## src/rtl/mm_ctrl.sv

```systemverilog
// Matrix-multiply controller: streams A then B into a helper, then issues one compute per C element, row-major.
// Latency: C result one cycle after its COMPUTE; out_ready low holds WAIT; cycle_count built only with MM_CTRL_CYCCNT_EN.
module mm_ctrl #(
  parameter int DATA_WIDTH     = 8,
  parameter int N              = 4,
  parameter int OUT_DATA_WIDTH = 20
) (
  input  logic                      clk,
  input  logic                      reset,
  input  logic                      start,
  input  logic [N-1:0]              dim_m,
  input  logic [N-1:0]              dim_k,
  input  logic [N-1:0]              dim_n,
  input  logic                      in_valid,
  output logic                      in_ready,
  input  logic [DATA_WIDTH-1:0]     in_data,
  output logic                      out_valid,
  input  logic                      out_ready,
  output logic [OUT_DATA_WIDTH-1:0] out_data,
  output logic                      busy,
  output logic                      done,
  output logic                      err,
  output logic [15:0]               cycle_count,
  output logic                      hp_wr_enable,
  output logic                      hp_compute_enable,
  output logic [DATA_WIDTH-1:0]     hp_in_data,
  output logic [N-1:0]              hp_i,
  output logic [N-1:0]              hp_j,
  output logic                      hp_is_first_mat,
  output logic [N-1:0]              hp_match_dim,
  input  logic [OUT_DATA_WIDTH-1:0] hp_out_data
);

  typedef enum logic [2:0] {IDLE, LOAD_A, LOAD_B, COMPUTE, WAIT, DONE, ERR} state_t;

  localparam logic [N-1:0] ONE_N = {{(N-1){1'b0}}, 1'b1};
  localparam logic [N-1:0] NMAX  = N[N-1:0];

  state_t       state, state_n;
  logic [N-1:0] m_q, k_q, n_q;
  logic [N-1:0] i_q, j_q, i_n, j_n;
  logic [N-1:0] rows, cols, adv_i, adv_j;
  logic         drain_q, drain_n;
  logic         xfer, last_elem, dims_ok;

  always_comb begin
    rows = m_q;
    cols = k_q;
    case (state)
      LOAD_B:        begin rows = k_q; cols = n_q; end
      COMPUTE, WAIT: begin rows = m_q; cols = n_q; end
      default: ;
    endcase
  end

  assign dims_ok   = (dim_m != '0) && (dim_m <= NMAX) && (dim_k != '0) && (dim_k <= NMAX) &&
                     (dim_n != '0) && (dim_n <= NMAX);
  assign last_elem = (i_q == rows - ONE_N) && (j_q == cols - ONE_N);
  assign adv_i     = (j_q == cols - ONE_N) ? i_q + ONE_N : i_q;
  assign adv_j     = (j_q == cols - ONE_N) ? '0 : j_q + ONE_N;

  // The cycle after the last B element carries its helper write, so the load
  // stage drains one cycle before COMPUTE to keep write and compute disjoint.
  assign in_ready  = ((state == LOAD_A) || (state == LOAD_B)) && !drain_q;
  assign xfer      = in_ready && in_valid;
  assign out_valid = (state == WAIT);
  assign out_data  = hp_out_data;
  assign busy      = (state != IDLE);
  assign done      = (state == DONE);
  assign err       = (state == ERR);

  always_comb begin
    state_n = state;
    i_n     = i_q;
    j_n     = j_q;
    drain_n = drain_q;
    case (state)
      IDLE: begin
        i_n     = '0;
        j_n     = '0;
        drain_n = 1'b0;
        if (start) state_n = dims_ok ? LOAD_A : ERR;
      end
      LOAD_A: begin
        if (xfer) begin
          if (last_elem) begin
            state_n = LOAD_B;
            i_n     = '0;
            j_n     = '0;
          end else begin
            i_n = adv_i;
            j_n = adv_j;
          end
        end
      end
      LOAD_B: begin
        if (drain_q) begin
          state_n = COMPUTE;
          drain_n = 1'b0;
        end else if (xfer) begin
          if (last_elem) begin
            drain_n = 1'b1;
            i_n     = '0;
            j_n     = '0;
          end else begin
            i_n = adv_i;
            j_n = adv_j;
          end
        end
      end
      COMPUTE: state_n = WAIT;
      WAIT: begin
        if (out_ready) begin
          if (last_elem) begin
            state_n = DONE;
          end else begin
            state_n = COMPUTE;
            i_n     = adv_i;
            j_n     = adv_j;
          end
        end
      end
      DONE:    state_n = IDLE;
      ERR:     state_n = IDLE;
      default: state_n = IDLE;
    endcase
  end

  always_ff @(posedge clk or negedge reset) begin
    if (!reset) state <= IDLE;
    else        state <= state_n;
  end

  always_ff @(posedge clk or negedge reset) begin
    if (!reset) begin
      m_q               <= '0;
      k_q               <= '0;
      n_q               <= '0;
      i_q               <= '0;
      j_q               <= '0;
      drain_q           <= 1'b0;
      hp_wr_enable      <= 1'b0;
      hp_compute_enable <= 1'b0;
      hp_in_data        <= '0;
      hp_i              <= '0;
      hp_j              <= '0;
      hp_is_first_mat   <= 1'b0;
      hp_match_dim      <= '0;
    end else begin
      i_q               <= i_n;
      j_q               <= j_n;
      drain_q           <= drain_n;
      hp_wr_enable      <= xfer;
      hp_compute_enable <= (state_n == COMPUTE);
      if (state == IDLE && start) begin
        m_q <= dim_m;
        k_q <= dim_k;
        n_q <= dim_n;
      end
      if (xfer) begin
        hp_in_data      <= in_data;
        hp_i            <= i_q;
        hp_j            <= j_q;
        hp_is_first_mat <= (state == LOAD_A);
      end else if (state_n == COMPUTE) begin
        hp_i         <= i_n;
        hp_j         <= j_n;
        hp_match_dim <= k_q;
      end
    end
  end

`ifdef MM_CTRL_CYCCNT_EN
  logic [15:0] cyc_q;

  always_ff @(posedge clk or negedge reset) begin
    if (!reset)                         cyc_q <= '0;
    else if (state == IDLE && start)    cyc_q <= '0;
    else if (busy && cyc_q != 16'hFFFF) cyc_q <= cyc_q + 16'd1;
  end

  assign cycle_count = cyc_q;
`else
  assign cycle_count = 16'h0000;
`endif

endmodule
```

## config.mk

```make
export PLATFORM = sky130hd
export DESIGN_NAME = mm_ctrl
export DESIGN_NICKNAME = d
export VERILOG_FILES = /design/src/rtl/mm_ctrl.sv
export SDC_FILE = /design/constraint.sdc
export NUM_CORES = 1
export LEC_CHECK = 0
export BUFFER_PORTS_ARGS = -buffer_cell sky130_fd_sc_hd__buf_2
export CAP_MARGIN = 20
export CORE_MARGIN = 5
export CORE_UTILIZATION = 49
export DETAILED_ROUTE_END_ITERATION = 7
export GPL_TIMING_DRIVEN = 0
export PLACE_DENSITY = 0.78
export SYNTH_ARGS = -nofsm -noshare
export SYNTH_HDL_FRONTEND = slang
export SYNTH_SLANG_ARGS = --single-unit
```

## constraint.sdc

```tcl
create_clock -name clk -period 4.5 [get_ports clk]
set_input_delay 0.675 -clock clk [delete_from_list [all_inputs] [get_ports clk]]
set_output_delay 0.675 -clock clk [all_outputs]
set_load 0.05 [all_outputs]
```

Yosys cells after proc, flatten, opt, wreduce, memory -nomap -nowiden:

Index checks and enable logic that the tools add are counted.

* add/subtract/negate cells: 4
* order comparisons: 3
* eq/ne operators: 9
* multiplexer cells: 32
* bitwise logic cells: 1
* reduce and logical (&&, ||, !) cells: 20

Operators with widths (number)
* $mux W4: 18
* $pmux W4 S4: 2
* $mux W3: 7
* $pmux W3 S5: 1
* $le A4 B3 Y1 const B: 3
* $reduce_bool A4 Y1: 3
* $eq A3 B2 Y1 const B: 3
* $eq A3 B3 Y1 const B: 3
* $logic_and A1 B1 Y1: 9
* $add A4 B1 Y4 const B: 2
* $eq A4 B4 Y1: 2
* $sub A4 B1 Y4 const B: 2
* $reduce_bool A2 Y1: 2
* $eq A3 B1 Y1 const B: 1
* $logic_not A3 Y1: 1
* $mux W1: 3
* $reduce_bool A3 Y1: 1
* $reduce_or A3 Y1: 1
* $pmux W1 S2: 1
* $reduce_and A2 Y1: 1
* $logic_not A1 Y1: 1
* $logic_or A1 B1 Y1: 1
* $not A1 Y1: 1

* flip-flop bits (word level): 47
* input bits: 45
* output and inout port bits: 64
* logic and storage cells: 83

Logic depth before layout (Yosys ltp):

* depth in word-level cells: 12
* depth in mapped cells: 14
* mapped depth without buffers: 12

Worst setup path before layout:

OpenSTA, ideal clock, no wires.

* path type: register to register
* start: register state[2]
* end: register hp_i[3]
* setup time: 0.126 ns
* arrival time: 2.990 ns
* slack: 1.384 ns
* stages on the path, launching flop included: 13
* cell sequence: dfrtp_1 > buf_6 > nor2b_4 > o21a_4 > mux2i_1 > ha_1 > xnor2_1 > or3b_1 > a31oi_4 > nand3b_2 > a21o_1 > a211o_1 > a221o_1

* longest elaborated chain between the ends: 12
* elaborated cells on any way between the ends: 34
* those cells by class: 2 x add/sub; 7 x eq/ne; 18 x mux; 7 x reduce/logical

Ends and longest elaborated chain
* start, declared: RTL line 39 `state_t state, state_n;`
* start signal, assigned: RTL line 131 `else state <= state_n;`
* $eq A3 B3 Y1, or another cell as far along: RTL line 49, 77
* $reduce_or A3 Y1 (no source line)
* $mux W4: RTL line 49 `case (state)`
* $sub A4 B1 Y4: RTL line 58, 59
* $eq A4 B4 Y1: RTL line 58, 59
* $mux W4 or $logic_and A1 B1 Y1 (tied branches): RTL line 59, 58
* $mux W4: RTL line 86, 101
* $mux W4: RTL line 85 `if (xfer) begin`
* $mux W4: RTL line 97 `if (drain_q) begin`
* $pmux W4 S4 (*): RTL line 77 `case (state)`
* via i_n[3]: RTL line 41 `logic [N-1:0] i_q, j_q, i_n, j_n;`
* $mux W4 (*): RTL line 165 `end else if (state_n == COMPUTE) begin`
* $mux W4 (*): RTL line 160 `if (xfer) begin`
* end signal, assigned: RTL line 162 `hp_i <= i_q;`
* end signal, assigned: RTL line 166 `hp_i <= i_n;`
* end, declared: RTL line 27 `output logic [N-1:0] hp_i,`

Mark *: on every way through the listed nets, which the timed path passes. The rest lies on a longest branch. The select of a mux whose other input is x is not followed.
A chain may end at the register's enable or synchronous reset.

Worst setup path in the final report:

* start: register state[2]
* end: register hp_i[3]

* longest elaborated chain between the ends: 12
* elaborated cells on any way between the ends: 34
* those cells by class: 2 x add/sub; 7 x eq/ne; 18 x mux; 7 x reduce/logical

Ends and longest elaborated chain (RTL line)
* $eq A3 B3 Y1, or another cell as far along: 49, 77
* $reduce_or A3 Y1 (no source line)
* $mux W4: 49
* $sub A4 B1 Y4: 58, 59
* $eq A4 B4 Y1: 58, 59
* $mux W4 or $logic_and A1 B1 Y1 (tied branches): 59, 58
* $mux W4: 86, 101
* $mux W4: 85
* $mux W4: 97
* $pmux W4 S4: 77
* $mux W4: 165
* $mux W4: 160

Several ways; a longest one is shown, not always the timed one. The select of a mux whose other input is x is not followed.

==> reports/results.ini <==
[drt]
routedWlPerCell_um = 14.9
drc_errors = 0
num_vias = 2281
drt-total-wl_um = 6610
vias_per_cell = 5.16
ant_nets = 0
drt_first_pass_iters = 4
drtIter0Drc = 92

[die]
core_sq_mm = 0.00561
start_util_pct = 51.1
dieArea_sq_mm = 0.00748
row_count = 27
fp.dieW_um = 86.5
io_pins = 109
die_h_um = 86.5

[clock_tree]
h-tree-depth = 2
cts-hold-fix-buffers = 0
cts_root_buffer = clkbuf_8
clk_path_buf_depth = 2
post_cts_resized = 0
clock_latency_ns = 0.30
clkSlewWorstSetupHoldPaths_ns = 0.09
postCtsSetupBuffers = 0
cts_tree = yes
cts_made_buffers = 5
clock_sinks = 47

[final_layout]
seq_area_sq_mm = 0.00118
fill_cells = 495
multi_input_area_sq_mm = 0.00139
layout-drive-gt1-share_pct = 41.4
syn_to_final_growth_pct = 21.2
num-nets-final = 418
n_antenna_cell = 0

[logic_synthesis]
yosysTopAreaCellShare_pct = 41.0
yosysMostFrequentCell = dfrtp_1
synthFlopType = dfrtp_1
yosys.area.top_type = dfrtp_1
synth_compound_area_share_pct = 15.7
syn_inst = 274
syn-cell-area_sq_mm = 0.00287
synthMuxAreaShare_pct = 10.5
synth_fa_ha_area_share_pct = 2.10
synth_top_family_by_area = compound AO/OA/AOI/OAI gates
synth_area_per_cell_sq_um = 10.5
synth_edf_count = 0
synth_xor_area_share_pct = 4.59
synth.area.top_cells = dfrtp_1 (41%), buf_4 (9.4%), mux2_2 (9.4%)
yosysWarnings = 0
synth_common_cells = dfrtp_1 (47), buf_4 (36), mux2_2 (24)
yosys.area_share.simple_pct = 13.7
synth_async_sr_flop_share_pct = 100
yosysSeqAreaShare_pct = 41.0
synth_cell_type_count = 57
ys_seq_elements = 47

[sta]
final.period_utilization_pct = 79.1
setup_viol = 0
fin_setup_tns_ns = 0
rsz0062_at_grt = no
worstMarginPinSlew_ns = 0.644
fmax_ghz = 0.281
fin_ws_ns = 0.940
max_slew_margin_pct = 57.0
slew_violations = 0
final.min_clock_period_ns = 3.56
hold_violations = 0
finClkSkew_ns = 0.00932

[power]
p_comb_share_pct = 62.2
p_seq_share_pct = 28.0
p_clk_share_pct = 9.8
p_int_mw = 1.27
ir_worst_vdd_mv = 0.460
p_leak_nw = 1.76
powerDensity_mw_per_mm2 = 729
swShare_pct = 50.0
p_switching_mw = 1.27

[min_path]
min-delay-path-class = in2async

[grt]
grt_pass1_vias = 2234
antenna_found_initial = 0
grt_max_degree = 48
grt_pass1_wl_um = 10800
overflow = 0
track_usage_pct = 18.0

[placed_design]
routabilityCongestion = 0.843
io_buffers = 72
dp_worst_setup_slack_ns = 1.01
hpwl_um = 5010

[setup_path]
cp_max_fo = 10
critPathRequiredTime_ns = 4.69
path_class = reg2reg
cp-end-kind = register
arrival_ns = 3.75
reg2regPathDepth = 14
start_kind = register

[outcome]
status = completed

[run]
cap_violations = 0

## through the flow
stage          power [mW]  util, %  cell area [sq um]  hold slack [ns]  std cells
6_report             2.53     61.9               3470            0.214        442
4_1_cts              2.54     61.6               3450            0.488        441
3_5_place_dp         2.28     60.1               3370            0.469        433
5_1_grt              2.71     61.9               3470            0.224        442
3_3_place_gp         2.25     60.1               3370            0.463        433
2_1_floorplan        1.95        -               2920            0.379        289
## area by class of cell
cell class | count | share of cell area (%)
clock inverter | 1 | 0.144
multi-input combinational | 189 | 40.1
clock buffer | 7 | 2.20
buffer | 46 | 9.37
inverter | 7 | 0.756
sequential | 47 | 33.9
tap | 72 | 2.59
timing repair buffer | 73 | 11.0
## logic make-up (layout without fill, tap and decap cells)
| logic type | count (synthesis) | count (layout) |
|---|---|---|
| XOR/XNOR | 15 | 15 |
| AND/OR/NAND/NOR | 69 | 69 |
| flip-flops | 47 | 47 |
| adder cells (fa/ha/maj) | 5 | 5 |
| multiplexers | 27 | 27 |
| buffers and inverters | 53 | 134 |
| AO/OA/AOI/OAI | 57 | 57 |
| other | 1 | 16 |
## power groups by stage
| stage | registers [mW] | logic, mW | clock network [mW] |
|---|---|---|---|
| final | 0.708 | 1.58 | 0.249 |
| after global routing | 0.734 | 1.71 | 0.272 |
| after CTS | 0.710 | 1.58 | 0.256 |
| after detailed placement | 0.718 | 1.56 | 0 |
| after global placement | 0.708 | 1.54 | 0 |
| after floorplan | 0.946 | 1.01 | 0 |
## state kept, by name (all words and copies together), names as in the netlist
| name | flops |
|---|---|
| hp_in_data | 8 |
| j_q | 4 |
| k_q | 4 |
| drain_q | 1 |
| hp_wr_enable | 1 |
| state | 3 |
| hp_match_dim | 4 |
| hp_compute_enable | 1 |
| n_q | 4 |
| hp_i | 4 |
| hp_is_first_mat | 1 |
| i_q | 4 |
| m_q | 4 |
| hp_j | 4 |
## placed cells by master, fill, tap and decap left out, drive strengths merged, types with 8 or more instances in the layout
cell      n
nor2     11
o21ai    12
xnor2    10
buf     114
a21oi     8
mux2     24
nand2    13
nor2b     8
dfrtp    47
clkbuf   12
conb     16
## worst max-delay path, stage by stage (launching register included)
cell and delay [ns]:
dfrtp_1 0.38, buf_6 0.14, nor2b_4 0.20, o21a_4 0.16, mux2i_1 0.29, ha_1 0.23, xor2_1 0.19, a21oi_1 0.06
or3b_1 0.40, a31oi_4 0.34, a21oi_1 0.15, o21ai_2 0.29, buf_6 0.19, inv_2 0.08, a221o_1 0.34
## worst paths after layout
| check | to | slack, ns | from |
|---|---|---|---|
| worst max-delay path | hp_i[3]$_DFFE_PN0P_ | 0.94 | state[2]$_DFF_PN0_ |
| worst min-delay path | n_q[2]$_DFFE_PN0P_ | 0.21 | reset |
| worst max register to register | hp_i[3]$_DFFE_PN0P_ | 0.94 | state[2]$_DFF_PN0_ |
| worst min register to register | hp_match_dim[2]$_DFFE_PN0P_ | 0.48 | hp_match_dim[2]$_DFFE_PN0P_ |
| max in group asynchronous | drain_q$_DFFE_PN0P_ | 3.80 | reset |
| min in group clk | hp_match_dim[2]$_DFFE_PN0P_ | 0.48 | hp_match_dim[2]$_DFFE_PN0P_ |
## metal layers
layer | track usage (%) | vias up | routed length, um
met5 | 0 | - | 0
met4 | 4.25 | 0 | 63
met3 | 3.61 | 7 | 478
met2 | 30.5 | 71 | 3280
met1 | 23.7 | 1084 | 2790
li1 | - | 1119 | -
Power figures use the tool's default switching activity.
